[src/rtl/key_ctrl_pkg.sv]
// key_ctrl_pkg: shared state encoding and default sizes for the key session controller
package key_ctrl_pkg;
  typedef enum logic [1:0] {IDLE, CMD, EXEC, OUT} state_t;
  localparam int PAYLOAD_W_DEF = 8;
  localparam int RES_W_DEF = 8;
  localparam int TIMEOUT_DEF = 16;
endpackage

[src/rtl/result_serializer.sv]
// result_serializer: shifts a loaded result out MSB first, one bit per cycle
module result_serializer
  import key_ctrl_pkg::*;
#(
  parameter int RES_W = RES_W_DEF
) (
  input  logic             Clk,
  input  logic             Reset,
  input  logic             load,
  input  logic [RES_W-1:0] data,
  output logic             SerialOut,
  output logic             SerialOutValid,
  output logic             done
);
  localparam int CW = RES_W > 1 ? $clog2(RES_W) : 1;
  logic [RES_W-1:0] r_sh;
  logic [CW-1:0]    r_left;
  logic             r_valid;
  // shifting zeros in leaves SerialOut at 0 once the last bit has gone
  always_ff @(posedge Clk or negedge Reset)
    if (!Reset) begin
      r_sh    <= '0;
      r_left  <= '0;
      r_valid <= 1'b0;
    end else if (load) begin
      r_sh    <= data;
      r_left  <= CW'(RES_W - 1);
      r_valid <= 1'b1;
    end else if (r_valid) begin
      r_sh    <= r_sh << 1;
      r_valid <= (r_left != '0);
      r_left  <= (r_left != '0) ? r_left - 1'b1 : r_left;
    end
  assign SerialOut      = r_sh[RES_W-1];
  assign SerialOutValid = r_valid;
  assign done           = r_valid && (r_left == '0);
endmodule

[src/rtl/key_session_controller.sv]
// key_session_controller: collects a serial command, runs the execution unit, returns its result
module key_session_controller
  import key_ctrl_pkg::*;
#(
  parameter int PAYLOAD_W = PAYLOAD_W_DEF,
  parameter int RES_W     = RES_W_DEF,
  parameter int TIMEOUT   = TIMEOUT_DEF
) (
  input  logic                 Clk,
  input  logic                 Reset,
  input  logic                 Active,
  input  logic                 Mode,
  input  logic                 ValidCmd,
  input  logic                 InputBit,
  input  logic                 ExecDone,
  input  logic [RES_W-1:0]     ExecResult,
  output logic                 ExecStart,
  output logic [PAYLOAD_W-1:0] ExecOperand,
  output logic                 Busy,
  output logic [RES_W-1:0]     ParallelOut,
  output logic                 ParallelOutValid,
  output logic                 SerialOut,
  output logic                 SerialOutValid,
  output logic                 Error
);
  localparam int CW = PAYLOAD_W > 1 ? $clog2(PAYLOAD_W) : 1;
  localparam int TW = $clog2(TIMEOUT);
  localparam logic [CW-1:0] LAST_BIT  = CW'(PAYLOAD_W - 1);
  localparam logic [TW-1:0] LAST_WAIT = TW'(TIMEOUT - 1);
  state_t                r_state;
  logic                  r_active_q;
  logic                  r_mode;
  logic [CW-1:0]         r_cnt;
  logic [TW-1:0]         r_wait;
  logic [PAYLOAD_W-1:0]  r_payload;
  logic [RES_W-1:0]      r_pout;
  logic                  r_start;
  logic                  r_pvalid;
  logic                  r_error;
  logic                  w_ser_load;
  logic                  w_ser_done;
  assign w_ser_load = (r_state == EXEC) && ExecDone && r_mode;
  always_ff @(posedge Clk or negedge Reset)
    if (!Reset) begin
      r_state    <= IDLE;
      r_active_q <= 1'b0;
      r_mode     <= 1'b0;
      r_cnt      <= '0;
      r_wait     <= '0;
      r_payload  <= '0;
      r_pout     <= '0;
      r_start    <= 1'b0;
      r_pvalid   <= 1'b0;
      r_error    <= 1'b0;
    end else begin
      r_active_q <= Active;
      r_start    <= 1'b0;
      r_pvalid   <= 1'b0;
      r_error    <= 1'b0;
      case (r_state)
        IDLE: if (Active && !r_active_q) begin
          r_state   <= CMD;
          r_mode    <= Mode;
          r_cnt     <= '0;
          r_payload <= '0;
        end
        CMD: if (ValidCmd) begin
          r_payload <= {r_payload[PAYLOAD_W-2:0], InputBit};
          if (r_cnt == LAST_BIT) begin
            r_state <= EXEC;
            r_start <= 1'b1;
            r_wait  <= '0;
          end else r_cnt <= r_cnt + 1'b1;
        end else if (r_cnt != '0) begin
          r_error <= 1'b1;
          r_state <= IDLE;
        end
        // a completion on the expiry cycle is still accepted
        EXEC: if (ExecDone) begin
          r_state <= OUT;
          if (!r_mode) begin
            r_pout   <= ExecResult;
            r_pvalid <= 1'b1;
          end
        end else if (r_wait == LAST_WAIT) begin
          r_error <= 1'b1;
          r_state <= IDLE;
        end else r_wait <= r_wait + 1'b1;
        OUT: if (!r_mode || w_ser_done) r_state <= IDLE;
        default: r_state <= IDLE;
      endcase
    end
  result_serializer #(.RES_W(RES_W)) u_ser (
    .Clk           (Clk),
    .Reset         (Reset),
    .load          (w_ser_load),
    .data          (ExecResult),
    .SerialOut     (SerialOut),
    .SerialOutValid(SerialOutValid),
    .done          (w_ser_done)
  );
  assign Busy             = (r_state != IDLE);
  assign ExecStart        = r_start;
  assign ExecOperand      = r_payload;
  assign ParallelOut      = r_pout;
  assign ParallelOutValid = r_pvalid;
  assign Error            = r_error;
endmodule

[config.mk]
export PLATFORM = sky130hd
export DESIGN_NAME = key_session_controller
export DESIGN_NICKNAME = d
export VERILOG_FILES = /design/src/rtl/key_ctrl_pkg.sv /design/src/rtl/result_serializer.sv /design/src/rtl/key_session_controller.sv
export SDC_FILE = /design/constraint.sdc
export NUM_CORES = 1
export LEC_CHECK = 0
export BUFFER_PORTS_ARGS = -buffer_cell sky130_fd_sc_hd__buf_4
export CAP_MARGIN = 10
export CORE_ASPECT_RATIO = 0.6
export CORE_MARGIN = 10
export CORE_UTILIZATION = 24
export CTS_CLUSTER_DIAMETER = 100
export DETAILED_ROUTE_END_ITERATION = 10
export SLEW_MARGIN = 20
export SYNTH_ARGS = -nofsm -noshare
export SYNTH_HDL_FRONTEND = slang
export SYNTH_SLANG_ARGS = --single-unit
[constraint.sdc]
create_clock -name Clk -period 4.7 [get_ports Clk]
set_input_delay 0.47 -clock Clk [delete_from_list [all_inputs] [get_ports Clk]]
set_output_delay 0.47 -clock Clk [all_outputs]
set_load 0.005 [all_outputs]
# Word level (Yosys, flattened, before mapping)
# Index checks and enable logic that the tools add are counted.
[classes] muxes=38 reduce_logical=23 n_eq_ne=15 bitwise_logic=1 n_addsub=3
[ops] cell="$mux 8" n=4
[ops] cell="$mux 3" n=6
[ops] cell="$mux 4" n=4
[ops] cell="$pmux 8 s2" n=1
[ops] cell="$mux 2" n=7
[ops] cell="$ne 2x2->1 const B" n=7
[ops] cell="$mux 1" n=12
[ops] cell="$reduce_and 5->1" n=2
[ops] cell="$reduce_bool 2->1" n=5
[ops] cell="$pmux 2 s4" n=1
[ops] cell="$pmux 4 s2" n=1
[ops] cell="$ne 3x3->1 const B" n=2
[ops] cell="$pmux 3 s2" n=1
[ops] cell="$reduce_and 3->1" n=2
[ops] cell="$reduce_bool 3->1" n=2
[ops] cell="$add 4x1->4 const B" n=1
[ops] cell="$eq 2x2->1 const B" n=2
[ops] cell="$eq 4x4->1 const B" n=1
[ops] cell="$logic_and 1x1->1" n=4
[ops] cell="$reduce_and 2->1" n=2
[ops] cell="$reduce_and 4->1" n=1
[ops] cell="$add 3x1->3 const B" n=1
[ops] cell="$eq 3x3->1 const B" n=1
[ops] cell="$logic_not 3->1" n=1
[ops] cell="8 further kinds" n=9
[totals] regBits=42 in_bits=15 output_inout_bits=22

# Longest topological paths before layout
[logic_depth] ltp_word=5 depth_mapped=9 depth_no_buf=7

# Hierarchy
# Synthesis repeated with hierarchy kept, for this count alone.
[unflattened] hier_cells=189 hier_area_um2=2123.3
[by_module_without_submodules] module="key_session_controller" area_each_um2=1534.0 n_inst=1 cells_each=133
[by_module_without_submodules] module="result_serializer" area_each_um2=589.3 n_inst=1 cells_each=56

# Worst setup path after synthesis
# Ideal clock, no wire load.
[synth_timing] kind="register to register" startpoint="reg u_ser.r_left[0]" endpoint="reg r_state[1]" path_stages_with_launch=7 setup_time_ps=125 t_arrival_ps=1811 t_required_ps=4575 path_buffers=0 period_less_slack_ps=1936 path_slack_ps=2764 path_cell_list="dfrtp_1 -> inv_1 -> ha_1 -> inv_1 -> o311a_1 -> or4_4 -> mux2_4"
[synth_via] elab_chain_cells=5
[synth_lines] item="start, declared" line="result_serializer.sv:17" rtl="logic [CW-1:0] r_left;"
[synth_lines] item="start signal, assigned" line="result_serializer.sv:27" rtl="r_left <= CW'(RES_W - 1);"
[synth_lines] item="start signal, assigned" line="result_serializer.sv:32" rtl="r_left <= (r_left != '0) ? r_left - 1'b1 : r_left;"
[synth_lines] item="$logic_not 3->1" line="result_serializer.sv:36" rtl="assign done = r_valid && (r_left == '0);"
[synth_lines] item="$logic_and 1x1->1" line="result_serializer.sv:36"
[synth_lines] item="$logic_or 1x1->1" line="key_session_controller.sv:89" rtl="OUT: if (!r_mode || w_ser_done) r_state <= IDLE;"
[synth_lines] item="$ne 2x2->1 (no source line)"
[synth_lines] item="$reduce_and 5->1 (no source line)"
[synth_lines] item="end signal, assigned" line="key_session_controller.sv:87" rtl="r_state <= IDLE;"
[synth_lines] item="end signal, assigned" line="key_session_controller.sv:89"
[synth_lines] item="end signal, assigned" line="key_session_controller.sv:90" rtl="default: r_state <= IDLE;"
[synth_lines] item="end, declared" line="key_session_controller.sv:30" rtl="state_t r_state;"
# Every way passes these cells.
# A chain may end at the register's enable or synchronous reset.

# Worst setup path after layout
[layout_timing] startpoint="reg r_state[1]" endpoint="reg r_cnt[0]"
[layout_via] elab_chain_cells=3 elab_cells_between_ends=8 cone_classes="4 x eq/ne; 1 x mux; 3 x reduce/logical"
[layout_lines] item="start signal, assigned" line="key_session_controller.sv:45" rtl="r_state <= IDLE;"
[layout_lines] item="start signal, assigned" line="key_session_controller.sv:62" rtl="r_state <= CMD;"
[layout_lines] item="start signal, assigned" line="key_session_controller.sv:70" rtl="r_state <= EXEC;"
[layout_lines] item="$eq 2x1->1 / $logic_not 2->1 (equally long branches)" line="key_session_controller.sv:60" rtl="case (r_state)"
[layout_lines] item="$ne 2x2->1 (no source line) / $reduce_bool 2->1 (equally long branches)"
[layout_lines] item="$reduce_and 4->1 (no source line)"
[layout_lines] item="end signal, assigned" line="key_session_controller.sv:73" rtl="end else r_cnt <= r_cnt + 1'b1;"
[layout_lines] item="end, declared" line="key_session_controller.sv:33" rtl="logic [CW-1:0] r_cnt;"
# Parallel ways exist; a longest one is shown, timed or not.

==> impl_metrics.yaml <==
placed_design:
  io_buffers: 36
  place_ws_ps: 2510
  detailed_place_hpwl_um: 3420
  gp_congestion: 0.704
cts:
  clk_latency_ps: 290
  cts.root.buffer_cell: "clkbuf_16"
  numCtsBuffers: 5
  post_cts_resized: 0
  cts_hold_buf: 0
  path_clk_slew_ps: 60
  max-clock-path-buffers: 2
  cts_setup_buffers: 0
  ctsHtreeMaxLevel: 2
  cts_sinks: 42
  cts_tree: "done"
sta:
  rsz0062_at_grt: "false"
  min_period_over_period_pct: 47.2
  holdWs_ps: 166
  worstMarginPinSlew_ps: 566
  finalHoldViolations: 0
  fin_crit_ps: 2220
  fin_skew_ps: 5.75
  layout_setup_ws_ps: 2480
  max_freq_ghz: 0.451
  maxSlewViolCount: 0
  setup_viol: 0
  fin_setup_tns_ps: 0
  slew_headroom_pct: 62.2
floorplan:
  start_util_pct: 25.1
  io-pin-count: 37
  die_w_um: 138
  dieArea_um2: 12600
  rows: 25
  core-area_um2: 8010
  die_h_um: 90.9
worst_setup_path:
  rrSetupSlack_ps: 2480
  cp.arrival_ps: 2390
  r2r-end: "r_cnt[0]"
  crit_required_ps: 4870
  r2r_start: "r_state[1]"
  path_class: "register to register"
  crit_path_end_kind: "register"
  start_kind: "register"
  reg2reg_depth: 7
  path_max_fanout: 21
pwr:
  power.share.clock_pct: 26.7
  max-vdd-ir-drop_v: 0.000164
  internal-power_uw: 975
  p_sw_uw: 502
  power_density_nw_per_um2: 578
  p_comb_share_pct: 36.0
  sequentialPowerShare_pct: 37.3
  leakagePower_nw: 1.23
  swShare_pct: 34.0
cells_and_area:
  insertedDiodeCount: 0
  area_delta_synth_final_pct: 27.1
  fillers: 862
  nNetsFinal: 269
  drive_gt1_share_pct: 20.8
yosys:
  syn_area_um2: 2010
  syn_area_per_cell_um2: 9.63
  synth_edf_count: 0
  netlist_instances: 209
  synth_fp_nets: 234
  yosysWarnings: 0
  synth_cell_types: 40
  async_reset_ff_share_pct: 100
  synth-main-ff-cell: "dfrtp_1"
  ys_seq_area_share_pct: 52.2
  ys_ff_latch: 42
detailed_routing:
  vias: 1513
  vias_per_cell: 4.29
  detail_route.wl_per_cell_um: 13.2
  drtAntennaViolNets: 0
  drc: 0
  wirelength_um: 4650
  drt_iter0_markers: 60
  firstDrtPassIters: 4
run_status:
  status: "completed"
run:
  maxCapViolations: 0
global_routing:
  grt_overflow_total: 0
  antenna_found_initial: 0
  grtUsageTotal_pct: 7.49
  grt_max_degree: 43
  grt_pass1_vias: 1485
  grt_pass1_wl_um: 7720
hold_path:
  min_path_type: "input port to asynchronous set/reset pin"
[stage by stage]
stage	util [%]	total power, mW	instances	cell area (um^2)
after floorplan	-	0.897	209	2010
after global placement	29.8	1.08	345	2390
after detailed placement	29.8	1.10	345	2390
after CTS	31.9	1.50	353	2560
after global routing	31.9	1.60	353	2560
final	31.9	1.48	353	2560
[flip-flops by register name, indices dropped and copies added (netlist names)]
signal,flops
r_mode,1
r_active_q,1
Error,1
r_cnt,3
ExecOperand,8
ParallelOut,8
ParallelOutValid,1
r_wait,4
ExecStart,1
r_state,2
u_ser.r_sh,8
u_ser.r_left,3
u_ser.SerialOutValid,1
[power by group through the flow]
stage	Sequential, mW	Clock [mW]	Combinational, mW
floorplan	0.540	0	0.357
CTS	0.552	0.406	0.543
detailed placement	0.557	0	0.540
finish	0.551	0.394	0.532
global placement	0.556	0	0.521
global route	0.568	0.429	0.600
[per-layer routing]
| metal | up-vias | global-route usage (%) | routed length (um) |
|---|---|---|---|
| met2 | 26 | 10.5 | 1950 |
| met1 | 714 | 9.77 | 2400 |
| met3 | 5 | 3.47 | 252 |
| met5 | - | 0 | 0 |
| li1 | 768 | - | - |
| met4 | 0 | 2.62 | 50 |
[how the worst max path moves through the flow]
| stage | from | to | slack, ps | cells after the start |
|---|---|---|---|---|
| global placement | r_state[1] | r_cnt[0] | 2630 | 7 |
| CTS | r_state[1] | r_cnt[0] | 2500 | 7 |
| finish | r_state[1] | r_cnt[0] | 2480 | 7 |
| detailed placement | r_state[1] | r_cnt[0] | 2510 | 7 |
| floorplan | u_ser.r_left[0] | r_state[1] | 2760 | 6 |
| global route | r_state[1] | r_cnt[0] | 2330 | 7 |
[cell usage in the layout (no fill, tap or decap), types with 2 or more instances in the layout]
| cell | Yosys | layout |
|---|---|---|
| nor2_1 | 2 | 2 |
| a22o_1 | 3 | 3 |
| o21ai_0 | 16 | 16 |
| mux2i_1 | 8 | 8 |
| a21oi_1 | 5 | 5 |
| nand3_1 | 3 | 3 |
| nand2_1 | 60 | 60 |
| nand2b_1 | 4 | 4 |
| inv_1 | 10 | 10 |
| dfrtp_1 | 42 | 42 |
| and3_1 | 4 | 4 |
| ha_1 | 10 | 10 |
| o21ai_1 | 4 | 4 |
| buf_4 | 0 | 37 |
| clkbuf_16 | 0 | 5 |
| o2bb2ai_1 | 2 | 2 |
| nor2b_1 | 4 | 4 |
[cells in the mapped netlist, types with 2 or more instances]
cell | n | area share (%)
nand2_1 | 60 | 11
dfrtp_1 | 42 | 52
o21ai_0 | 16 | 4.0
ha_1 | 10 | 6.2
inv_1 | 10 | 1.9
clkbuf_1 | 8 | 1.5
mux2i_1 | 8 | 4.0
a21oi_1 | 5 | 1.2
and3_1 | 4 | 1.2
nand2b_1 | 4 | 1.2
nor2b_1 | 4 | 1.2
o21ai_1 | 4 | 1.0
a22o_1 | 3 | 1.3
nand3_1 | 3 | 0.75
nor2_1 | 2 | 0.37
o2bb2ai_1 | 2 | 0.87
[layout make-up]
type / count / area, um^2 / share of cell area [%]
sequential: 42 / 1050 / 41.1
multi-input combinational: 147 / 885 / 34.6
timing repair buffer: 37 / 278 / 10.9
tap: 108 / 135 / 5.29
clock buffer: 6 / 129 / 5.04
inverter: 11 / 41.3 / 1.62
clock inverter: 2 / 37.5 / 1.47
[logic make-up (layout without fill, tap and decap cells)]
| family | after synthesis | in the layout | synth area share (%) |
|---|---|---|---|
| simple gates | 87 | 87 | 19.8 |
| flops | 42 | 42 | 52.2 |
| compound gates | 39 | 39 | 12.3 |
| buf+inv | 20 | 56 | 3.79 |
| fa+ha+maj | 10 | 10 | 6.22 |
| mux | 10 | 10 | 5.29 |
| xor+xnor | 1 | 1 | 0.435 |
[critical path, cell delays in order, from the launching register on]
cell,delay [ps]
dfrtp_1,410
inv_1,90
ha_1,520
nand2_1,210
o2bb2ai_1,180
buf_4,210
and2_1,170
a311o_1,310
(Power assumes the default switching activity.)
